[src/rtl/obi_req_buffer.sv]
// obi_req_buffer
//   OBI request-channel buffer. A DEPTH-entry circular FIFO decouples the
//   upstream req/gnt handshake from the downstream one. It has optional
//   same-cycle fall-through when empty, a synchronous flush, and occupancy
//   status outputs.
//
// Ports
//   clk_i, rst_ni              clock, synchronous active-low reset
//   flush_i                    drop all stored entries at the next edge
//   s_req_i/s_we_i/s_be_i/
//   s_addr_i/s_wdata_i         upstream request
//   s_gnt_o                    upstream grant (registered state + flush_i only)
//   m_req_o/m_we_o/m_be_o/
//   m_addr_o/m_wdata_o         downstream request (head entry, or s_* on bypass)
//   m_gnt_i                    downstream grant
//   count_o, full_o, empty_o   occupancy
module obi_req_buffer #(
  parameter int ADDR_WIDTH   = 32,
  parameter int DATA_WIDTH   = 32,
  parameter int DEPTH        = 4,
  parameter bit FALL_THROUGH = 1'b0,
  localparam int BE_WIDTH    = DATA_WIDTH / 8,
  localparam int CW          = $clog2(DEPTH + 1)
) (
  input  logic                  clk_i,
  input  logic                  rst_ni,
  input  logic                  flush_i,
  input  logic                  s_req_i,
  input  logic                  s_we_i,
  input  logic [BE_WIDTH-1:0]   s_be_i,
  input  logic [ADDR_WIDTH-1:0] s_addr_i,
  input  logic [DATA_WIDTH-1:0] s_wdata_i,
  output logic                  s_gnt_o,
  output logic                  m_req_o,
  output logic                  m_we_o,
  output logic [BE_WIDTH-1:0]   m_be_o,
  output logic [ADDR_WIDTH-1:0] m_addr_o,
  output logic [DATA_WIDTH-1:0] m_wdata_o,
  input  logic                  m_gnt_i,
  output logic [CW-1:0]         count_o,
  output logic                  full_o,
  output logic                  empty_o
);

  localparam int PW = (DEPTH > 1) ? $clog2(DEPTH) : 1;

  typedef struct packed {
    logic                  we;
    logic [BE_WIDTH-1:0]   be;
    logic [ADDR_WIDTH-1:0] addr;
    logic [DATA_WIDTH-1:0] wdata;
  } ent_t;

  ent_t          mem [DEPTH];
  ent_t          s_ent, head;
  logic [PW-1:0] wptr, rptr;
  logic [CW-1:0] cnt;
  logic          bypass, push, pop;

  assign s_ent   = '{we: s_we_i, be: s_be_i, addr: s_addr_i, wdata: s_wdata_i};
  assign full_o  = (cnt == CW'(DEPTH));
  assign empty_o = (cnt == '0);
  assign count_o = cnt;

  // Grant is a function of stored occupancy and flush only, so downstream
  // back-pressure never reaches the upstream grant combinationally.
  assign s_gnt_o = !full_o && !flush_i;

  // Fall-through path: only when nothing is stored, so ordering is preserved.
  assign bypass = FALL_THROUGH && empty_o;

  always_comb begin
    head    = mem[rptr];
    m_req_o = !empty_o;
    if (bypass) begin
      head    = s_ent;
      // A flushed upstream request is not granted, so it must not go out.
      m_req_o = s_req_i && !flush_i;
    end
  end

  assign m_we_o    = head.we;
  assign m_be_o    = head.be;
  assign m_addr_o  = head.addr;
  assign m_wdata_o = head.wdata;

  // A bypassed request that is granted downstream is never stored.
  assign push = s_req_i && s_gnt_o && !(bypass && m_gnt_i);
  assign pop  = !empty_o && m_gnt_i;

  function automatic logic [PW-1:0] ptr_inc(input logic [PW-1:0] p);
    // Explicit wrap so non-power-of-two depths work.
    return (p == PW'(DEPTH - 1)) ? '0 : p + 1'b1;
  endfunction

  always_ff @(posedge clk_i) begin
    if (!rst_ni || flush_i) begin
      wptr <= '0;
      rptr <= '0;
      cnt  <= '0;
    end else begin
      if (push) wptr <= ptr_inc(wptr);
      if (pop)  rptr <= ptr_inc(rptr);
      cnt <= cnt + CW'(push) - CW'(pop);
    end
  end

  // Storage is not reset; its contents are only visible through count.
  always_ff @(posedge clk_i) begin
    if (push) mem[wptr] <= s_ent;
  end

endmodule
[config.mk]
export PLATFORM = sky130hd
export DESIGN_NAME = obi_req_buffer
export DESIGN_NICKNAME = d
export VERILOG_FILES = /design/src/rtl/obi_req_buffer.sv
export SDC_FILE = /design/constraint.sdc
export NUM_CORES = 1
export LEC_CHECK = 0
export CELL_PAD_IN_SITES_DETAIL_PLACEMENT = 1
export CELL_PAD_IN_SITES_GLOBAL_PLACEMENT = 1
export CORE_MARGIN = 1.5
export CORE_UTILIZATION = 62
export CTS_BUF_LIST = sky130_fd_sc_hd__clkbuf_4 sky130_fd_sc_hd__clkbuf_8
export DETAILED_ROUTE_END_ITERATION = 10
export DONT_BUFFER_PORTS = 1
export PLACE_DENSITY_LB_ADDON = 0.15
export SETUP_SLACK_MARGIN = 0.2
export SLEW_MARGIN = 20
export SYNTH_ARGS = -nofsm -noshare
export SYNTH_HDL_FRONTEND = slang
export SYNTH_SLANG_ARGS = --single-unit
[constraint.sdc]
create_clock -name clk_i -period 4.4 [get_ports clk_i]
set_input_delay 0.66 -clock clk_i [delete_from_list [all_inputs] [get_ports clk_i]]
set_output_delay 0.66 -clock clk_i [all_outputs]
set_load 0.01 [all_outputs]
==> impl_metrics.tcl <==
set metrics [dict create \
    drc_errors 0 \
    numPortBuffers 0 \
    power_density_mw_per_mm2 467 \
    initial_core_util 0.632 \
    fin_ws_ps 1400 \
    pre_cts_ws_ps 1850 \
    syn_area_mm2 0.0104 \
    cp-end-kind "output pin" \
    vias 4260 \
    dp_hpwl_um 10400 \
    design_area_mm2 0.0116 \
    path_clk_slew_ps 60 \
    clock_sink_count 285 \
    ios 150 \
    path_max_fanout 29 \
    finalSetupTns_ps 0 \
    viasPerCell 6.06 \
    cts_resized 0 \
    cts_root_buf "clkbuf_8" \
    period_minus_slack_ps 3000 \
    worstPathArrival_ps 2340 \
    netlist_top_cells_area "edfxtp_1 79%, mux4_2 15%, dfxtp_1 1.7%" \
    critPathRequiredTime_ps 3740 \
    drv_slew 0 \
    die_area_mm2 0.0176 \
    dpl-instance-area_mm2 0.0107 \
    fmax_mhz 334 \
    core_mm2 0.0165 \
    rows 47 \
    wl_um 18700 \
    fin_skew_ps 14.2 \
    rsz0062_at_grt "false" \
    drive_gt1_frac 0.302 \
    syn_inst 416 \
    h-tree-depth 2 \
    slew_headroom 0.269 \
    crit_type "flip-flop to output pin" \
    die_w_um 133 \
    post_synth.cell_area_avg_um2 25.1 \
    synth_cell_types 26 \
    yosysTopAreaCell "edfxtp_1" \
    min_path_type "input pin to flip-flop" \
    tightest_slew_ps 1100 \
    grt_max_degree 70 \
    drt-pass1-iter-count 4 \
    routabilityCongestion 0.723 \
    layout.nets 532 \
    cts_tree "done" \
    peakVddDrop_mv 0.394 \
    synth_warnings 0 \
    post_cts.repair.setup_buffers 0 \
    die_h_um 133 \
    grt_pass1_vias 4905 \
    syn-num-nets 498 \
    cap_violations 0 \
    wl_per_cell_um 26.6 \
    finalSetupViolCount 0 \
    p_leak_nw 3.57 \
    drt-initial-drc-count 224 \
    cp-start-kind "flip-flop" \
    ys_ff_latch 285 \
    grt_pass1_wl_um 28800 \
    cts_made_buffers 45 \
    post-route-period-util 0.681 \
    synth_top_area_frac 0.794 \
    n_antenna_cell 0 \
    hold_violations 0 \
    antenna_found_initial 0 \
    cts_buffer_depth 3 \
    ctsHoldBuffers 0 \
    syn_to_final_growth_pct 10.9 \
    clk_latency_ps 540 \
    drtAntennaViolNets 0 \
    status "complete, no violations" \
    overflow 0 \
    grt_util_all_layers 0.224 \
    seq_area_frac_synth 0.811 \
]
synthesized netlist by cell type:
cell type    n
edfxtp_1   276
mux4_2      69
buf_2        9
dfxtp_1      9
inv_1        9
ha_1         7
clkbuf_1     5
and3_2       4
buf_6        3
nor2_1       3
o31ai_1      3
and2_1       2
nand2_1      2
nand4_1      2
xnor2_1      2
a21oi_1      1
and2_4       1
and2b_2      1
fa_1         1
nand2b_1     1
nand3_1      1
nor2b_1      1
o21ai_0      1
or3_1        1
or3_2        1
or3b_1       1
where the power goes:
group / leakage [nW] / total, W / switching, W / internal, W
clock network: 0.460 / 0.00221 / 0.000960 / 0.00125
registers: 2.58 / 0.00305 / 0.0000200 / 0.00303
logic: 0.533 / 0.000154 / 0.0000905 / 0.0000635
cells by family (layout without fill, tap and decap cells):
family                     after synthesis  count (layout)  share of synthesized area
buffers and inverters                   26              93                     0.0126
xor gates and xnor gates                 2               2                    0.00168
DFF                                    285             285                      0.811
AOI/OAI and AO/OA                        5               5                    0.00311
muxes                                   69              69                      0.149
and+or+nand+nor                         21              21                     0.0126
adders and majority gates                8               8                     0.0103
critical path, stage by stage (launching register included):
cell and delay (ps):
dfxtp_4 720, buf_4 450, mux4_2 610
state kept, by name, summed over array words and instances, names as in the netlist, named ones only:
signal / count
mem: 276
count_o: 3
rptr: 2
wptr: 2
metrics by stage:
stage,hold slack (ps),power [W],cells,util
after floorplan,463,0.00322,416,-
after global placement,462,0.00325,622,0.645
after detailed placement,490,0.00326,622,0.645
after CTS,177,0.00547,702,0.700
after global routing,178,0.00557,703,0.701
final,212,0.00541,703,0.701
metal layers:
metal	vias up	global-route usage	share of wire	wire length, um
li1	1835	-	-	-
met1	2237	0.286	0.39	7300
met2	152	0.359	0.51	9460
met3	36	0.0785	0.080	1490
met4	0	0.0897	0.023	437
met5	-	0	0	0
final cells by class:
class	instances	area, um2
sequential	285	8480
clock buffer	57	722
timing repair buffer	4	42.5
fill	1228	4940
multi-input combinational	105	1860
tap	220	275
inverter	9	33.8
clock inverter	23	175
cells in the final DEF (no fill, tap or decap):
master and count:
a21oi_1 1, and2_1 2, and2_4 1, and2b_2 1, and3_4 4, buf_12 1
buf_4 3, bufinv_16 3, clkbuf_4 10, clkbuf_8 47, clkinv_1 16, clkinv_2 2
clkinvlp_4 2, dfxtp_1 7, dfxtp_4 2, edfxtp_1 276, fa_1 1, ha_1 7
inv_1 9, mux4_2 69, nand2_1 2, nand2b_1 1, nand3_1 1, nand4_1 2
nor2_1 3, nor2b_1 1, o21ai_0 1, o31ai_1 3, or3_1 1, or3_2 1
or3b_1 1, xnor2_1 2
final timing paths:
check / cells after the start / slack [ps] / start / to
hold / removal: 0 / 210 / s_wdata_i[21] / mem[1][21]$_DFFE_PP_
hold reg to reg: 2 / 490 / rptr[0]$_SDFFE_PP0N_ / flip-flop
setup reg to reg: 9 / 1880 / count_o[1]$_SDFF_PP0_ / count_o[2]$_SDFF_PP0_
setup / recovery: 2 / 1400 / flip-flop / m_wdata_o[7]
Note: power is estimated with default switching activity, not from simulation.
